### config.mk
export PLATFORM = sky130hd
export DESIGN_NAME = proc_control
export DESIGN_NICKNAME = d
export VERILOG_FILES = /design/src/rtl/proc_pkg.sv /design/src/rtl/dec3to8.sv /design/src/rtl/proc_control.sv
export SDC_FILE = /design/constraint.sdc
export NUM_CORES = 1
export LEC_CHECK = 0
export ABC_AREA = 1
export CAP_MARGIN = 30
export CORE_MARGIN = 2
export CORE_UTILIZATION = 31
export DETAILED_ROUTE_END_ITERATION = 10
export PLACE_DENSITY = 0.85
export SYNTH_ARGS = -nofsm -noshare
export SYNTH_HDL_FRONTEND = slang
export SYNTH_SLANG_ARGS = --single-unit
export TNS_END_PERCENT = 5
### constraint.sdc
create_clock -name clock -period 1.6 [get_ports clock]
set_input_delay 0.32 -clock clock [delete_from_list [all_inputs] [get_ports clock]]
set_output_delay 0.32 -clock clock [all_outputs]
set_load 0.005 [all_outputs]
### src/rtl/proc_pkg.sv
// Shared definitions for the processor control FSM.
// Holds the instruction opcodes, the control step encoding and the ALU
// operation codes, plus small decode helpers used by proc_control.
package proc_pkg;

   // Instruction opcodes, ir[8:6]
   localparam logic [2:0] OP_MV   = 3'b000;
   localparam logic [2:0] OP_MVI  = 3'b001;
   localparam logic [2:0] OP_ADD  = 3'b010;
   localparam logic [2:0] OP_SUB  = 3'b011;
   localparam logic [2:0] OP_AND  = 3'b100;
   localparam logic [2:0] OP_OR   = 3'b101;
   localparam logic [2:0] OP_MVNZ = 3'b110;
   localparam logic [2:0] OP_NOP  = 3'b111;

   // ALU operation codes driven on alu_op
   localparam logic [1:0] ALU_ADD = 2'b00;
   localparam logic [1:0] ALU_SUB = 2'b01;
   localparam logic [1:0] ALU_AND = 2'b10;
   localparam logic [1:0] ALU_OR  = 2'b11;

   // Control steps; T0 is fetch/idle
   typedef enum logic [1:0] {
      T0 = 2'd0,
      T1 = 2'd1,
      T2 = 2'd2,
      T3 = 2'd3
   } state_t;

   // True for the opcodes that go through A/G and take four steps
   function automatic logic is_alu_op(input logic [2:0] op);
      return (op == OP_ADD) || (op == OP_SUB) || (op == OP_AND) || (op == OP_OR);
   endfunction

   // ALU function for an ALU opcode; ADD for anything else
   function automatic logic [1:0] alu_code(input logic [2:0] op);
      logic [1:0] code;
      case (op)
         OP_SUB:  code = ALU_SUB;
         OP_AND:  code = ALU_AND;
         OP_OR:   code = ALU_OR;
         default: code = ALU_ADD;
      endcase
      return code;
   endfunction

endpackage

### src/rtl/dec3to8.sv
// 3-to-8 one-hot decoder with enable.
// Ports:
//   sel  - binary register index
//   en   - when 0 the output is all zeros
//   y    - one-hot output, y[sel] = en
module dec3to8 (
   input  logic [2:0] sel,
   input  logic       en,
   output logic [7:0] y
);

   always_comb begin
      y = '0;
      if (en) begin
         y[sel] = 1'b1;
      end
   end

endmodule

### src/rtl/proc_control.sv
// Control FSM for the 16-bit bus-based processor datapath.
// Steps one instruction at a time through T0..T3, generating the shared bus
// source selects and the register load enables as a combinational decode of
// the current step and ir.
// Ports:
//   clock, reset        - rising-edge clock, async active-high reset
//   run                 - start request, examined only in T0
//   ir                  - opcode [8:6], rx [5:3], ry [2:0]
//   g_nz                - G register non-zero, qualifies mvnz
//   r_out, din_out, g_out - bus source selects (at most one high)
//   r_in, ir_in, a_in, g_in - load enables
//   alu_op              - ALU function, valid in T2, 00 otherwise
//   done                - last step of an instruction
module proc_control #(
   parameter bit ENABLE_MVNZ = 1'b1
) (
   input  logic       clock,
   input  logic       reset,
   input  logic       run,
   input  logic [8:0] ir,
   input  logic       g_nz,
   output logic [7:0] r_out,
   output logic       din_out,
   output logic       g_out,
   output logic [7:0] r_in,
   output logic       ir_in,
   output logic       a_in,
   output logic       g_in,
   output logic [1:0] alu_op,
   output logic       done
);

   import proc_pkg::*;

   state_t     state_q, state_d;
   logic [2:0] opcode, rx, ry;
   logic [2:0] r_out_sel;
   logic       r_out_en;
   logic       r_in_en;

   assign opcode = ir[8:6];
   assign rx     = ir[5:3];
   assign ry     = ir[2:0];

   // State register
   always_ff @(posedge clock or posedge reset) begin
      if (reset) begin
         state_q <= T0;
      end else begin
         state_q <= state_d;
      end
   end

   // Next-state logic
   always_comb begin
      state_d = state_q;
      unique case (state_q)
         T0: state_d = run ? T1 : T0;
         T1: state_d = is_alu_op(opcode) ? T2 : T0;
         T2: state_d = T3;
         T3: state_d = T0;
         default: state_d = T0;
      endcase
   end

   // Output decode. Gated by reset so nothing is enabled while reset is high,
   // even though T0 with run=1 would otherwise assert ir_in.
   always_comb begin
      r_out_sel = ry;
      r_out_en  = 1'b0;
      r_in_en   = 1'b0;
      din_out   = 1'b0;
      g_out     = 1'b0;
      ir_in     = 1'b0;
      a_in      = 1'b0;
      g_in      = 1'b0;
      alu_op    = ALU_ADD;
      done      = 1'b0;
      if (!reset) begin
         unique case (state_q)
            T0: ir_in = run;
            T1: begin
               case (opcode)
                  OP_MV: begin
                     r_out_en = 1'b1;
                     r_in_en  = 1'b1;
                     done     = 1'b1;
                  end
                  OP_MVI: begin
                     din_out = 1'b1;
                     r_in_en = 1'b1;
                     done    = 1'b1;
                  end
                  OP_ADD, OP_SUB, OP_AND, OP_OR: begin
                     r_out_sel = rx;
                     r_out_en  = 1'b1;
                     a_in      = 1'b1;
                  end
                  OP_MVNZ: begin
                     // Without mvnz support this falls back to a nop
                     if (ENABLE_MVNZ && g_nz) begin
                        r_out_en = 1'b1;
                        r_in_en  = 1'b1;
                     end
                     done = 1'b1;
                  end
                  default: done = 1'b1;
               endcase
            end
            T2: begin
               r_out_en = 1'b1;
               g_in     = 1'b1;
               alu_op   = alu_code(opcode);
            end
            T3: begin
               g_out   = 1'b1;
               r_in_en = 1'b1;
               done    = 1'b1;
            end
            default: ;
         endcase
      end
   end

   // Register-field decode: r_out picks rx or ry, r_in always targets rx
   dec3to8 u_dec_r_out (
      .sel (r_out_sel),
      .en  (r_out_en),
      .y   (r_out)
   );

   dec3to8 u_dec_r_in (
      .sel (rx),
      .en  (r_in_en),
      .y   (r_in)
   );

endmodule

# After elaboration in Yosys (flattened, before gate mapping)
# Index checks and enable logic that the tools add are counted.
# totals
register_bits,2
latch_bits,0
ram_bits,0
rom_bits,0
wordCells,61
n_memories,0
# classes
addsub,0
mul,0
div_mod_pow,0
order_cmp,4
eq_ne,9
shifts,0
muxes,37
bitwise_logic,0
reduce_logical,10
# op_table
op,count
$mux 1,20
$mux 8,2
$pmux 1 s2,5
$eq 3x3->1 const B,3
$mux 3,3
$lt 3x4->1 const B,2
$pmux 2 s4,1
$demux 1 s3,2
$eq 3x2->1 const B,2
$ge 3x1->1 const B,2
$mux 2,3
$pmux 2 s3,1
$reduce_or 5->1,1
$eq 2x2->1 const B,2
$reduce_or 4->1,1
$eq 3x1->1 const B,1
$logic_not 3->1,1
$logic_or 1x1->1,3
$eq 2x1->1 const B,1
$logic_and 1x1->1,2
$logic_not 2->1,1
$reduce_or 2->1,1

# Longest topological paths before layout
# logic_depth
ltp_word,10
ltp_mapped,9
mapped_depth_nobuf,9

# By module
# Synthesis repeated with hierarchy kept, for this count alone.
# hier_totals
cells_unflattened,88
area_unflattened_um2,441.7
# modules_own_cells
mod,instances,cells_per_inst,area_per_inst_um2
proc_control,1,54,314.1
dec3to8,2,17,63.8

# Least setup slack after synthesis
# Ideal clock, no wire load.
# synth_timing
kind,flip-flop to output port
from,reg with a tool-made name
to,out r_out[0]
arrival_ns,1.310
required_ns,1.280
slack_ns,-0.030
stages_incl_launch_ff,9
cell_sequence,dfrtp_1 > inv_1 > ha_1 > inv_1 > nor2_2 > nand2_1 > o21ai_2 > nand3_1 > nor2_1
# synth_lines
element,line,source
"end, declared",proc_control.sv:22,"output logic [7:0] r_out,"

==> metrics.csv <==
metric,value,unit
status,finished with violations,
violations,setup timing,
critPathRequiredTime,1.28,ns
critPathMaxFanout,6,
max_cap_violations,0,
crit_type,reg2out,
crit_buf_inv,3,
synth-seq-area-share,9.26,%
grt_use_total,22.5,%
synth_top_family_by_area,simple AND/OR/NAND/NOR gates,
area_growth,122,%
nets,186,
synth_compound_area_share,6.02,%
syn_inst,104,
ir_drop,0.000730,V
vias_per_cell,4.74,
nFillCells,143,
synth_warnings,0,
pin_count,37,
multi_input_area,614,um2
dr.pass1.iters,4,
layout_commonest_cell,buf_2,
insertion_delay,0.22,ns
synthMuxAreaShare,0,%
slowest_stage,dfrtp_1,
yosysTopAreaCell,nand2_1,
die_x,45.8,um
max_slew_margin,81.7,%
hold_path.class,in2async,
initial_core_util,32.0,%
root_buffer,clkbuf_4,
cp_common_cell,inv_2,
synthAdderAreaFrac,13.9,%
dp_hpwl,1450,um
die_area,2090,um2
portBuffers,36,
ys_top_cells_by_area,"nand2_1 (22%), nor2_1 (15%), ha_1 (14%)",
hold-worst-slack,0.345,ns
drive_above_1_share,57.0,%
syn_nets,123,
antenna_found_initial,0,
setup_tns,-4.64,ns
report.final.hold_viol_count,0,
fin_crit_sh,123,%
diodes,0,
tightestPinTransition,0.274,ns
cp_top_family,simple AND/OR/NAND/NOR gates,
skew,0.00210,ns
grt_max_degree,9,
grt_pass1_wl,3400,um
final_cell_mix,"buf_2 (21), buf_4 (20), nor2_1 (19)",
clkSlewWorstSetupHoldPaths,0.03,ns
detail-route-antenna-nets,0,
grt-ovfl-total,0,
synth_top_area_share,22.2,%
yosys.area_share.simple,56.3,%
syn_area,541,um2
wl_per_cell,12.3,um
critPathMaxStageDelay,0.37,ns
arrival,1.65,ns
core-area,1690,um2
htree_num_levels,1,
start_kind,register,
cts_tree,done,
grt_pass1_vias,823,
cts_inserted_buffers,3,
place_area,1070,um2
num_vias,862,
p_leak,0.674,nW
rows,15,
design_area,1200,um2
max_freq,508,MHz
ys_ff_latch,2,
seq_area,50.0,um2
syn_avg_cell_area,5.20,um2
routed_wl,2240,um
slew_viol_final,0,
initialDrtViolationCount,6,
cts_num_sinks,2,
routabilityCongestion,0.742,
yosysUniqueCellTypes,13,
die_y,45.8,um
drc_errors,0,
end_kind,output pin,
synth_xor_area_share,0,%
power_density,778,nW/um2
setup_violations,21,
setup_ws,-0.368,ns
cp_cell_sequence,inv_2 -> ha_4 -> inv_2 -> nor2_4 -> nand2_4 -> o21ai_4 -> nand3_1 -> nor2_1 -> buf_2,
min_period,1.97,ns
rsz0062_at_grt,true,
clockBufferDepth,2,
-- cells by family after synthesis --
| logic type | count (synthesis) |
|---|---|
| and+or+nand+nor | 70 |
| buffers and inverters | 21 |
| adders and majority gates | 6 |
| AOI/OAI and AO/OA | 5 |
| DFF | 2 |
-- path summary, 6_finish.rpt --
check | startpoint | end | slack, ns | cells past startpoint
min reg2reg | register | register | 0.72 | 3
min in group clock | run | state_q[0] | 0.69 | 3
max in group asynchronous | reset | state_q[0] | 1.14 | 3
max reg2reg | state_q[0] | register | 0.45 | 5
min | reset | async pin | 0.34 | 3
max | register | r_out[0] | -0.37 | 9
-- metrics by stage --
| step | cells | total power [mW] | utilization (%) | worst slack [ns] |
|---|---|---|---|---|
| after detailed placement | 176 | 0.608 | 63.3 | -1.11 |
| after CTS | 181 | 0.896 | 69.6 | -0.321 |
| after global routing | 182 | 1.02 | 71.0 | -0.463 |
| after global placement | 176 | 0.591 | 63.3 | -1.08 |
| final | 182 | 0.933 | 71.0 | -0.368 |
| after floorplan | 104 | 0.350 | - | -0.0104 |
-- area by class of cell --
type	instances	area share (%)
Multi-Input combinational cell	81	51.2
Timing Repair Buffer	58	34.2
Inverter	21	6.78
Sequential cell	2	4.17
Clock buffer	3	1.88
Tap cell	17	1.77
-- worst min-delay path: stages --
cell           delay, ns
dlygate4sd2_1       0.31
inv_2               0.11
buf_4               0.16
-- power by group --
group	internal, mW	total, mW	switching [mW]
clock	0.0828	0.112	0.0293
sequential	0.0717	0.0915	0.0199
combinational	0.343	0.729	0.386
-- layer usage --
metal	vias up	routed length, um	GRT usage [%]
li1	439	-	-
met1	404	899	24.8
met2	17	1250	40.0
met3	2	75	4.76
met4	0	11	11.4
met5	-	0	0
-- synth_stat cells (all sizes together) --
library cell	instances
nor2	23
nand2	33
ha	6
nand3	12
inv	21
nor4	2
o21ai	5
dfrtp	2
-- timing repair --
item	4_1_cts	5_1_grt
gates resized for setup	139	12
setup endpoints to repair	24	24
hold buffers	0	0
setup buffers	2	1
pin swaps	33	8
hold endpoints to repair	0	0
Note: power is estimated with default switching activity, not from simulation.
